==> config.mk <==
export PLATFORM = sky130hd
export DESIGN_NAME = spi_slave
export DESIGN_NICKNAME = d
export VERILOG_FILES = /design/src/rtl/spi_pkg.sv /design/src/rtl/spi_sync.sv /design/src/rtl/spi_slave.sv
export SDC_FILE = /design/constraint.sdc
export NUM_CORES = 1
export LEC_CHECK = 0
export ABC_AREA = 1
export BUFFER_PORTS_ARGS = -buffer_cell sky130_fd_sc_hd__buf_4
export CAP_MARGIN = 10
export CORE_MARGIN = 3
export CORE_UTILIZATION = 50
export CTS_CLUSTER_DIAMETER = 30
export DETAILED_ROUTE_END_ITERATION = 8
export PLACE_DENSITY = 0.72
export SLEW_MARGIN = 20
export SYNTH_ARGS = -nofsm -noshare
export SYNTH_HDL_FRONTEND = slang
export SYNTH_SLANG_ARGS = --single-unit
==> constraint.sdc <==
create_clock -name clk -period 2.25 [get_ports clk]
set_input_delay 0.1125 -clock clk [delete_from_list [all_inputs] [get_ports clk]]
set_output_delay 0.1125 -clock clk [all_outputs]
set_load 0.005 [all_outputs]
==> src/rtl/spi_pkg.sv <==
// Shared definitions for the 16-bit SPI master/slave pair.
package spi_pkg;

  localparam int DATA_W_DEF = 16;
  localparam int CNT_W      = 5;

  typedef enum logic [1:0] {
    IDLE  = 2'd0,
    SHIFT = 2'd1,
    DONE  = 2'd2
  } state_t;

endpackage

==> src/rtl/spi_sync.sv <==
// Synchronizer chain plus one history flop, giving the settled level and its edges.
module spi_sync #(
  parameter int STAGES = 2
) (
  input  logic clk,
  input  logic reset,
  input  logic i_async,
  output logic o_level,
  output logic o_rise,
  output logic o_fall
);

  logic [STAGES-1:0] r_chain;
  logic              r_hist;

  // Resetting to 0 means a CS line already low at reset release never fakes a cs_fall.
  always_ff @(posedge clk or posedge reset) begin
    if (reset) begin
      r_chain <= '0;
      r_hist  <= 1'b0;
    end else begin
      r_chain <= {r_chain[STAGES-2:0], i_async};
      r_hist  <= r_chain[STAGES-1];
    end
  end

  assign o_level = r_chain[STAGES-1];
  assign o_rise  = r_chain[STAGES-1] & ~r_hist;
  assign o_fall  = ~r_chain[STAGES-1] & r_hist;

endmodule

==> src/rtl/spi_slave.sv <==
// Mode-0 SPI responder running on the system clock; oversamples the master's pins.
module spi_slave
  import spi_pkg::*;
#(
  parameter int DATA_W      = DATA_W_DEF,
  parameter int SYNC_STAGES = 2
) (
  input  logic              clk,
  input  logic              reset,
  input  logic              spi_cs,
  input  logic              spi_clk,
  input  logic              mosi,
  output logic              miso,
  input  logic [DATA_W-1:0] tx_data,
  output logic [DATA_W-1:0] rx_data,
  output logic              rx_valid,
  output logic              frame_err,
  output logic              busy,
  output logic [CNT_W-1:0]  bit_count
);

  logic w_csLvl, w_csRise, w_csFall;
  logic w_unusedSckLvl, w_sckRise, w_sckFall;
  logic w_mosiLvl, w_unusedMosiRise, w_unusedMosiFall;
  logic w_sckRiseCs, w_sckFallCs;
  logic w_load, w_shiftIn, w_shiftOut, w_complete, w_errPulse;

  state_t            r_state, w_nextState;
  logic [DATA_W-1:0] r_txShift, r_rxShift, r_rxData;
  logic [CNT_W-1:0]  r_bitCount;
  logic              r_miso, r_rxValid, r_frameErr, r_extraSeen;

  spi_sync #(.STAGES(SYNC_STAGES)) u_csSync (
    .clk(clk), .reset(reset), .i_async(spi_cs),
    .o_level(w_csLvl), .o_rise(w_csRise), .o_fall(w_csFall)
  );

  spi_sync #(.STAGES(SYNC_STAGES)) u_sckSync (
    .clk(clk), .reset(reset), .i_async(spi_clk),
    .o_level(w_unusedSckLvl), .o_rise(w_sckRise), .o_fall(w_sckFall)
  );

  spi_sync #(.STAGES(SYNC_STAGES)) u_mosiSync (
    .clk(clk), .reset(reset), .i_async(mosi),
    .o_level(w_mosiLvl), .o_rise(w_unusedMosiRise), .o_fall(w_unusedMosiFall)
  );

  assign w_sckRiseCs = w_sckRise & ~w_csLvl;
  assign w_sckFallCs = w_sckFall & ~w_csLvl;

  always_ff @(posedge clk or posedge reset) begin
    if (reset) r_state <= IDLE;
    else       r_state <= w_nextState;
  end

  // CS edges are tested first so they win over a clock edge in the same cycle.
  always_comb begin
    w_nextState = r_state;
    w_load      = 1'b0;
    w_shiftIn   = 1'b0;
    w_shiftOut  = 1'b0;
    w_complete  = 1'b0;
    w_errPulse  = 1'b0;
    busy        = (r_state != IDLE);
    unique case (r_state)
      IDLE: begin
        if (w_csFall) begin
          w_load      = 1'b1;
          w_nextState = SHIFT;
        end
      end
      SHIFT: begin
        if (w_csRise) begin
          w_nextState = IDLE;
          w_errPulse  = (r_bitCount != '0);
        end else if (w_sckRiseCs) begin
          w_shiftIn = 1'b1;
          if (r_bitCount == CNT_W'(DATA_W - 1)) begin
            w_complete  = 1'b1;
            w_nextState = DONE;
          end
        end else if (w_sckFallCs) begin
          w_shiftOut = 1'b1;
        end
      end
      DONE: begin
        if (w_csRise)                         w_nextState = IDLE;
        else if (w_sckRiseCs && !r_extraSeen) w_errPulse  = 1'b1;
      end
      default: w_nextState = IDLE;
    endcase
  end

  // The final bit goes straight into rx_data so rx_valid lands one cycle after the last rise event.
  always_ff @(posedge clk or posedge reset) begin
    if (reset) begin
      r_txShift   <= '0;
      r_rxShift   <= '0;
      r_rxData    <= '0;
      r_bitCount  <= '0;
      r_miso      <= 1'b0;
      r_rxValid   <= 1'b0;
      r_frameErr  <= 1'b0;
      r_extraSeen <= 1'b0;
    end else begin
      r_rxValid  <= w_complete;
      r_frameErr <= w_errPulse;
      r_miso     <= (r_state == SHIFT) ? r_txShift[DATA_W-1] : 1'b0;
      if (w_load) begin
        r_txShift   <= tx_data;
        r_bitCount  <= '0;
        r_extraSeen <= 1'b0;
      end
      if (w_shiftIn) begin
        r_rxShift  <= {r_rxShift[DATA_W-2:0], w_mosiLvl};
        r_bitCount <= r_bitCount + CNT_W'(1);
      end
      if (w_shiftOut) r_txShift <= {r_txShift[DATA_W-2:0], 1'b0};
      if (w_complete) r_rxData  <= {r_rxShift[DATA_W-2:0], w_mosiLvl};
      if (w_errPulse && r_state == DONE) r_extraSeen <= 1'b1;
    end
  end

  assign miso      = r_miso;
  assign rx_data   = r_rxData;
  assign rx_valid  = r_rxValid;
  assign frame_err = r_frameErr;
  assign bit_count = r_bitCount;

endmodule

==> results of run 1 <==
[Yosys cell counts]
master    number  area share [%]
nand2_2        2            0.45
o21ai_1       33             5.9
nor2_8         1            0.71
ha_1           6             2.7
nand2_1       54             7.2
nand3_1       70              12
buf_4          1            0.27
a21oi_1        1            0.18
nand2_4        2            0.80
xor2_1         1            0.31
inv_1         30             4.0
clkinv_1       1            0.13
dfrtp_1       66              59
inv_2          4            0.54
a21boi_0       1            0.27
nand4_2        1            0.45
o22ai_1        1            0.22
buf_2         13             2.3
nor2_4         3             1.2
o21ai_0        1            0.18
nor2_1         6            0.80
[sequential cells by signal (all words and copies together), names as in the netlist, 2 cells and up]
signal	flops
r_txShift	16
rx_data	16
r_rxShift	15
bit_count	5
r_state	2
u_csSync.r_chain	2
u_mosiSync.r_chain	2
u_sckSync.r_chain	2
[layer usage]
| layer | GRT usage (%) | share of wire, % | wire, microns | vias up |
|---|---|---|---|---|
| met5 | 0 | 0 | 0 | - |
| met4 | 6.419 | 1.1 | 61 | 0 |
| met3 | 6.541 | 6.2 | 342 | 6 |
| met2 | 28.08 | 48 | 2654 | 76 |
| met1 | 25.84 | 44 | 2414 | 1018 |
| li1 | - | - | - | 1068 |
[power breakdown]
group | switching [W] | internal (W) | leakage (nW)
sequential | 0.000134 | 0.00140 | 0.872
combinational | 0.000416 | 0.000282 | 0.726
clock | 0.000466 | 0.000768 | 0.119
[final cells by class]
type | instances | area [sq um]
well taps | 70 | 87.58
clock buffers | 10 | 137.6
repair buffers | 52 | 412.9
multi-input cells | 183 | 949.7
inverters | 35 | 131.4
fillers | 438 | 1785
flip-flops and latches | 66 | 1652
clock inverters | 6 | 113.9
[worst paths after layout]
| check | start | to | slack, ns | cells past startpoint |
|---|---|---|---|---|
| max | r_state[1]$_DFFE_PP0P_ | r_txShift[8]$_DFFE_PP0P_ | 0.37 | 7 |
| min reg2reg | u_mosiSync.r_chain[0]$_DFF_PP0_ | u_mosiSync.r_chain[1]$_DFF_PP0_ | 0.35 | 0 |
| max reg2reg | r_state[1]$_DFFE_PP0P_ | r_txShift[8]$_DFFE_PP0P_ | 0.37 | 7 |
| max in group asynchronous | reset | r_txShift[13]$_DFFE_PP0P_ | 1.23 | 4 |
| min in group asynchronous | reset | rx_data[5]$_DFFE_PP0P_ | 0.39 | 3 |
| min | tx_data[0] | r_txShift[0]$_DFFE_PP0P_ | 0.02 | 3 |
[tightest hold or removal path: stages]
cell and delay (ns):
buf_4 0.08, nand3_1 0.07, nand2_1 0.06
[through the flow]
step	util (%)	worst slack [ns]	hold WS [ns]	instance area [sq um]	total power, W
2_1_floorplan	-	0.4827	0.1439	2805	0.002040
3_3_place_gp	60.59	0.4678	0.2196	3193	0.002209
3_5_place_dp	60.59	0.4179	0.2199	3193	0.002246
4_1_cts	66.12	0.3525	0.004396	3485	0.003490
5_1_grt	66.12	0.1765	0.008695	3485	0.003684
6_report	66.12	0.3659	0.01708	3485	0.003469
[cell usage in the layout, fill, tap and decap left out]
| cell type | n |
|---|---|
| clkinv_4 | 1 |
| clkinv_1 | 1 |
| nor2_1 | 6 |
| nor2_8 | 1 |
| o21ai_1 | 33 |
| o21ai_0 | 1 |
| bufinv_16 | 3 |
| nand2_1 | 54 |
| buf_4 | 47 |
| nand3_1 | 70 |
| a21oi_1 | 1 |
| clkinvlp_4 | 2 |
| buf_12 | 1 |
| clkbuf_8 | 10 |
| inv_1 | 29 |
| a21boi_0 | 1 |
| dlygate4sd3_1 | 4 |
| xor2_1 | 1 |
| dfrtp_1 | 66 |
| nand2_2 | 2 |
| ha_1 | 6 |
| inv_2 | 5 |
| o22ai_1 | 1 |
| nand4_2 | 1 |
| nor2_4 | 3 |
| nand2_4 | 2 |
[logic make-up after synthesis]
family,count (synthesis),share of synthesized area (%)
compound gates,37,6.735
buf+inv,49,7.270
simple gates,139,24.13
xor+xnor,1,0.3123
fa+ha+maj,6,2.676
flops,66,58.88
==> qor.yml, run 1 <==
postCtsHoldBufs: 4
syn_avg_cell_area_sq_um: 9.413
required_ns: 2.47
detail-route-antenna-nets: 0
worstSkewPairLatency_ns: 0.34
slew_violations: 0
start_util_pct: 53.23
die_w_microns: 80.90
irDropWorstVdd_v: 0.0004943
cts_buffers: 9
setup_viol: 0
cp-start-kind: "flip-flop"
yosysUniqueCellTypes: 21
fin_crit_sh_pct: 83.74
slowest_delay_ns: 0.41
vias: 2168
drt-pass1-iter-count: 4
max_freq_ghz: 0.5308
drive_above_1_share_pct: 22.16
period_minus_slack_ns: 1.884
endpoint_kind: "flip-flop"
drtIter0Drc: 207
gp_congestion: 0.7308
root_buffer: "clkbuf_8"
overflow: 0
setup_tns_ns: 0
syn_nets: 325
fin_cells: 422
fin_nets: 374
wirelength_microns: 5474
postCtsSetupRepairBufs: 0
viasPerCell: 5.137
crit_family: "simple AND/OR/NAND/NOR gates"
grt_pass1_wl_microns: 9453
ios: 46
cp.arrival_ns: 2.11
max_slew.worst_pin.slew_ns: 0.5888
cpMaxStageDelayCell: "dfrtp_1"
cp_max_fo: 32
relSlewSlack_pct: 60.69
static-leakage-power_nw: 1.717
drc_errors: 0
area_growth_pct: 24.22
worstSetupPathType: "reg -> reg"
wl_per_cell_microns: 12.97
fp-row-count: 26
ys_ff_latch: 66
path_buf_inv: 2
dp.cells: 402
yosys_warnings: 0
grt_pass1_vias: 2025
clock_path_buffers: 2
dieArea_sq_mm: 0.006545
rsz0062_at_grt: "false"
cts.sinks: 66
core_sq_mm: 0.005270
ys_seq_area_share_pct: 58.88
min_path_type: "in -> reg"
path_cells: "inv_1, ha_1, inv_2, nor2_4, nand2_2, nand3_1, nand3_1"
num_antenna_cells: 0
cts_tree: "done"
hold_violations: 0
hpwl_microns: 3556
powerDensity_mw_per_mm2: 995.6
io_buffers: 45
cap_violations: 0
syn_area_sq_mm: 0.002805
worst_path_most_repeated_cell: "nand3_1"
antenna_found_initial: 0
grt_max_degree: 41
htreeDepth: 3
grt_usage_pct: 18.88
die_h_microns: 80.90
syn-instance-count: 298
clk_pin_slew_ns: 0.08
ctsResizeCount: 0
skew_ns: 0.009041
outcome: "complete, no violations"
Power figures use the tool's default switching activity.
==> run 2: changes to the inputs <==
ABC_AREA = 0   (was 1)
PLACE_DENSITY = 0.75   (was 0.72)
clock period = 1.7 ns   (was 2.25 ns; I/O delays follow)
==> run 2 against run 1 <==
Against the previous run:
- the flow now finishes with violations (setup timing)
- first-iteration DRC count fell by 28%
- routed wire length increased by 1.5%
- die area shrank 0.53%
- sequential power is 34% higher
- via count fell by 9.0%
- critical path depth shrank 1
- utilization rose by 3.5 points
- synthesized cell count shrank 19%
- clock power grew 8%
- sequential share of layout area down 2.1 points
- register-to-register slack got worse by 0.38 ns
- count of clock-buffer cells in the layout stayed put
- critical endpoint is now r_state[0]$_DFFE_PP0P_
- largest cell class unchanged
==> qor.yml, run 2 <==
outcome: "complete, but fails checks"
violations: "setup timing"
relSlewSlack_pct: 62.40  # +1.7 points
overflow: 0  # unchanged
slew_violations: 0  # unchanged
powerDensity_mw_per_mm2: 1199  # +20%
io_buffers: 45  # unchanged
ys_ff_latch: 66  # unchanged
grt_max_degree: 32  # -22%
htreeDepth: 3  # unchanged
path_cells: "ha_2, and3_4, ha_4, nor3b_4, mux2_4, o211ai_1"
static-leakage-power_nw: 1.917  # +12%
detail-route-antenna-nets: 0  # unchanged
vias: 1972  # -9.0%
worstReg2RegEnd: "r_state[0]$_DFFE_PP0P_"
drt-pass1-iter-count: 4  # unchanged
yosysUniqueCellTypes: 37  # +76%
cap_violations: 0  # unchanged
syn_area_sq_mm: 0.002789  # -0.58%
worst_slack_ns: -0.01825  # -0.3841 ns
gp_congestion: 0.8302  # +14%
cp_max_fo: 4  # -88%
setup_tns_ns: -0.01825  # -0.01825 ns
syn-instance-count: 242  # -19%
syn_avg_cell_area_sq_um: 11.52  # +22%
max_freq_ghz: 0.5820  # +9.7%
r2r-start: "bit_count[0]$_DFFE_PP0P_"
endpoint_kind: "flip-flop"
netlist_top_cells_count: "66 x dfrtp_1, 66 x nand2_1, 20 x o21ai_1"
num_antenna_cells: 0  # unchanged
synthFlopType: "dfrtp_1"
wl_per_cell_microns: 14.44  # +11%
cts_tree: "done"
max_slew.worst_pin.slew_ns: 0.5628  # -0.02603 ns
fp-row-count: 26  # unchanged
drive_above_1_share_pct: 32.70  # +11 points
ys_async_sr_fraction_pct: 100.0  # unchanged
cp-startpoint: "bit_count[0]$_DFFE_PP0P_"
hold_violations: 0  # unchanged
grt_pass1_wl_microns: 9404  # -0.52%
yosys_warnings: 0  # unchanged
fin_crit_sh_pct: 101.1  # +17 points
worstRegToRegCells: 6  # -1
root_buffer: "clkbuf_8"
required_ns: 1.96  # -0.51 ns
synth_edf_count: 0  # unchanged
slowest_delay_ns: 0.40  # about the same
utilization_pct: 69.64  # +3.5 points
syn_nets: 269  # -17%
min_path_type: "in -> reg"
crit_path_end: "r_state[0]$_DFFE_PP0P_"
clk_pin_slew_ns: 0.08  # about the same
die_h_microns: 80.69  # -0.27%
mostFrequentLayoutCells: "66 x nand2_1, 66 x dfrtp_1, 57 x buf_4"
hpwl_microns: 3684  # +3.6%
cp-start-kind: "flip-flop"
viasPerCell: 5.122  # -0.30%
worstSkewPairLatency_ns: 0.34  # about the same
drtIter0Drc: 150  # -28%
area_growth_pct: 30.78
grt_usage_pct: 19.62  # +0.74 points
rsz0062_at_grt: "true"
skew_ns: 0.01110  # +0.002057 ns
cp.arrival_ns: 1.97  # -0.14 ns
drc_errors: 0  # unchanged
yosysTopAreaCellShare_pct: 59.22  # +0.34 points
cts.sinks: 66  # unchanged
irDropWorstVdd_v: 0.0008413  # +70%
setup_viol: 1  # +1
die_w_microns: 80.69  # -0.27%
start_util_pct: 53.25  # about the same
ys_seq_area_share_pct: 59.22  # +0.34 points
worstSetupPathType: "reg -> reg"
r2r_setup_slack_ns: -0.02  # -0.38 ns
clock_path_buffers: 2  # unchanged
core_sq_mm: 0.005238  # -0.62%
fin_nets: 337  # -9.9%
cpMaxStageDelayCell: "dfrtp_1"
cp.depth: 6  # -1
ios: 46  # unchanged
cts_buffers: 9  # unchanged
wirelength_microns: 5558  # +1.5%
antenna_found_initial: 0  # unchanged
period_minus_slack_ns: 1.718  # -0.1659 ns
path_buf_inv: 0  # -2
dieArea_sq_mm: 0.006510  # -0.53%
synthTopCellsByArea: "dfrtp_1 59%, nand2_1 8.9%, mux2i_1 5.7%, mux2_4 4.8%, o21ai_1 3.6%"
synth_area_leader_cell: "dfrtp_1"
crit_family: "simple AND/OR/NAND/NOR gates"
grt_pass1_vias: 2008  # -0.84%
==> run 2: changes by cell type after synthesis, sizes merged, moves of 9 or more <==
| cell | before | now |
|---|---|---|
| inv | 34 | 9 |
| nand3 | 70 | 0 |
| mux2 | 0 | 17 |
| mux2i | 0 | 16 |
| o21ai | 34 | 24 |
| buf | 14 | 5 |
| nand2 | 58 | 67 |
==> run 2: worst reg2reg max path, stage by stage (launching register included) <==
cell and delay, ns:
dfrtp_1 0.40, ha_2 0.20, and3_4 0.20, ha_4 0.17
nor3b_4 0.24, mux2_4 0.33, o211ai_1 0.09
==> run 2: cell families after synthesis <==
group           synth area share, %
buf+inv                       3.185
fa+ha+maj                     2.692
mux                           13.82
compound gates                6.775
simple gates                  14.31
flops                         59.22
==> run 2: layout make-up <==
cell class,count,area [sq um]
clock buffer,10,137.6
clock inverter,6,65.06
fill,382,1590
inverter,9,37.54
multi-input combinational,157,1097
sequential,66,1652
tap,70,87.58
timing repair buffer,67,570.5
==> run 2: what timing repair did <==
action	4_1_cts	5_1_grt
endpoints found under the hold margin	24	0
hold buffers	4	0
pin swaps	3	1
setup endpoints to repair	17	25
resized for setup	7	4
setup buffers	1	2
==> run 2: through the flow <==
step                      instances  setup slack (ns)  instance area (sq um)  hold WS (ns)  total power, W
final                           385          -0.01825                   3647       0.01465        0.004374
after CTS                       383         0.0003990                   3617      0.001012        0.004380
after floorplan                 242          0.002830                   2801        0.1164        0.002617
after global routing            385          -0.05627                   3647      0.003625        0.004653
after global placement          362          -0.01208                   3331        0.1695        0.002937
after detailed placement        362          -0.06273                   3331        0.1706        0.003009
==> run 2: worst min-delay path by stage <==
stage / end / slack (ns) / from / cells past startpoint
floorplan: u_csSync.r_chain[0]$_DFF_PP0_ / 0.12 / spi_cs / 0
finish: r_txShift[15]$_DFFE_PP0P_ / 0.01 / tx_data[15] / 3
CTS: r_txShift[6]$_DFFE_PP0P_ / 0.001 / tx_data[6] / 3
detailed placement: r_rxShift[6]$_DFFE_PP0P_ / 0.17 / reset / 2
global route: r_txShift[13]$_DFFE_PP0P_ / 0.004 / tx_data[13] / 3
global placement: rx_data[6]$_DFFE_PP0P_ / 0.17 / reset / 2
==> run 2: report_power, final <==
part | switching, W | internal, W
Clock | 0.000611 | 0.000719
Sequential | 0.000192 | 0.00187
Combinational | 0.000472 | 0.000513
==> run 2: layer usage <==
metal | up-vias | routed length, microns | global-route usage (%) | part of all wire (%)
met5 | - | 0 | 0 | 0
met3 | 12 | 320 | 6.166 | 5.8
met4 | 0 | 133 | 10.47 | 2.4
met1 | 945 | 2377 | 24.32 | 43
met2 | 67 | 2726 | 30.55 | 49
li1 | 948 | - | - | -
==> run 3: changes to the inputs <==
PLACE_DENSITY = 0.72   (was 0.75)
SLEW_MARGIN = not set   (was 20)
clock period = 2 ns   (was 1.7 ns; I/O delays follow)
==> run 3 against run 2 <==
Against the previous run:
- the flow now finishes without violations
- count of clock-buffer cells in the layout unchanged
- clock skew fell by 0.0076 ns
- non-clock buffer count shrank 9
- combinational power is 29% lower
- setup slack gained 0.18 ns
- fmax decreased by 6.7%
- register-to-register slack better by 0.18 ns
- via count down 2.8%
- routed wire length shrank 5.4%
- global-route usage fell by 0.75 points
==> qor.yml, run 3 (synthesized netlist as in run 2, its figures left out) <==
outcome: "complete, no violations"
setup_tns_ns: 0  # +0.01825 ns
ctsResizeCount: 0  # -7
vias: 1917  # -2.8%
grt_usage_pct: 18.87  # -0.75 points
drive_above_1_share_pct: 28.10  # -4.6 points
wl_per_cell_microns: 13.99  # -3.1%
io_buffers: 45  # unchanged
endpoint_kind: "flip-flop"
fin_nets: 328  # -2.7%
slowest_delay_ns: 0.45  # +0.05 ns
worstRegToRegCells: 5  # -1
drtIter0Drc: 119  # -21%
fillCellCount: 403  # +5.5%
worst_path_most_repeated_cell: "ha_1"
cts_tree: "done"
ios: 46  # unchanged
max_slew.worst_pin.slew_ns: 0.3708  # -0.1920 ns
r2r_setup_slack_ns: 0.16  # +0.18 ns
relSlewSlack_pct: 75.25  # +13 points
path_buf_inv: 0  # unchanged
cp-startpoint: "bit_count[0]$_DFFE_PP0P_"
worstSkewPairLatency_ns: 0.33  # about the same
max_freq_ghz: 0.5432  # -6.7%
cp_max_fo: 17  # +13
clk_pin_slew_ns: 0.07  # about the same
overflow: 0  # unchanged
drt-pass1-iter-count: 4  # unchanged
die_h_microns: 80.69  # unchanged
htreeDepth: 3  # unchanged
crit_path_end: "rx_data[14]$_DFFE_PP0P_"
cts.sinks: 66  # unchanged
clock_path_buffers: 2  # unchanged
hpwl_microns: 3560  # -3.4%
hold_violations: 0  # unchanged
grt_max_degree: 32  # unchanged
cp.depth: 5  # -1
num_antenna_cells: 0  # unchanged
cpMaxStageDelayCell: "dfrtp_1"
worstSetupPathType: "reg -> reg"
rsz0062_at_grt: "false"
cp.arrival_ns: 2.06  # +0.09 ns
irDropWorstVdd_v: 0.0008200  # -2.5%
cap_violations: 0  # unchanged
path_cells: "ha_1, and3_1, ha_1, nand2_4, mux2_1"
worstHoldPathCells: 3  # unchanged
fin_crit_sh_pct: 92.05  # -9.0 points
gp_congestion: 0.7238  # -13%
dieArea_sq_mm: 0.006510  # unchanged
drc_errors: 0  # unchanged
die_w_microns: 80.69  # unchanged
mostFrequentLayoutCells: "66 x nand2_1, 66 x dfrtp_1, 52 x buf_4"
wirelength_microns: 5260  # -5.4%
multiInputGateArea_sq_mm: 0.001049  # -4.4%
worstReg2RegEnd: "rx_data[14]$_DFFE_PP0P_"
viasPerCell: 5.098  # -0.46%
cts_buffers: 9  # unchanged
grt_pass1_vias: 1935  # -3.6%
worst_slack_ns: 0.1589  # +0.1772 ns
antenna_found_initial: 0  # unchanged
root_buffer: "clkbuf_8"
seq_area_sq_mm: 0.001652  # unchanged
period_minus_slack_ns: 1.841  # +0.1228 ns
skew_ns: 0.003528  # -0.007569 ns
area_growth_pct: 24.32
grt_pass1_wl_microns: 9052  # -3.7%
setup_viol: 0  # -1
min_path_type: "in -> reg"
pre_cts_slack_ns: 0.1591  # +0.2218 ns
required_ns: 2.22  # +0.26 ns
cp-start-kind: "flip-flop"
detail-route-antenna-nets: 0  # unchanged
slew_violations: 0  # unchanged
start_util_pct: 53.25  # unchanged
core_sq_mm: 0.005238  # unchanged
r2r-start: "bit_count[0]$_DFFE_PP0P_"
static-leakage-power_nw: 1.870  # -2.5%
crit_family: "adder cells"
fp-row-count: 26  # unchanged
powerDensity_mw_per_mm2: 1010  # -16%
==> run 3: changes by cell type in the layout (fill, tap and decap cells not counted), moves of 2 or more <==
cell,before,now
buf_12,4,1
buf_4,57,52
ha_1,3,6
clkinv_2,2,4
ha_2,2,0
buf_6,2,0
==> run 3: repair_timing <==
| item | 4_1_cts | 5_1_grt |
|---|---|---|
| endpoints found under the hold margin | 19 | 0 |
| setup buffers | 0 | 0 |
| hold buffers | 5 | 0 |
| setup endpoints to repair | 0 | 0 |
==> run 3: tightest hold or removal path, stage by stage <==
cell and delay [ns]:
buf_4 0.08, mux2i_1 0.05, o21ai_1 0.10
==> run 3: worst min path at each step <==
stage | startpoint | to | slack, ns
floorplan | spi_cs | u_csSync.r_chain[0]$_DFF_PP0_ | 0.13
detailed placement | reset | u_mosiSync.r_chain[0]$_DFF_PP0_ | 0.11
global placement | reset | u_mosiSync.r_chain[0]$_DFF_PP0_ | 0.1
finish | tx_data[14] | r_txShift[14]$_DFFE_PP0P_ | 0.04
global route | tx_data[15] | r_txShift[15]$_DFFE_PP0P_ | 0.02
CTS | tx_data[6] | r_txShift[6]$_DFFE_PP0P_ | 0.02
==> run 3: layout make-up <==
cell class,instances,share of cell area (%)
inverters,9,0.9744
repair buffers,58,13.28
multi-input cells,157,30.24
flip-flops and latches,66,47.64
clock inverters,6,1.660
well taps,70,2.526
clock buffers,10,3.681
==> run 3: through the flow <==
step / cell area (sq um) / hold slack (ns) / std cells / util (%) / power (W)
finish: 3467 / 0.03794 / 376 / 66.20 / 0.003503
global placement: 3232 / 0.09823 / 355 / 61.71 / 0.002434
floorplan: 2789 / 0.1314 / 242 / - / 0.002220
global route: 3467 / 0.02365 / 376 / 66.20 / 0.003729
CTS: 3467 / 0.01976 / 376 / 66.20 / 0.003542
detailed placement: 3232 / 0.1059 / 355 / 61.71 / 0.002472
==> run 3: layer usage <==
metal	part of all wire, %	track usage, %
met5	0	0
met4	1.5	8.108
met3	5.0	5.942
met2	49	29.14
met1	44	24.46
==> run 3: power breakdown <==
part           switching [W]  internal [W]
combinational       0.000361      0.000342
clock               0.000482      0.000567
sequential          0.000164       0.00159
total                0.00101       0.00250
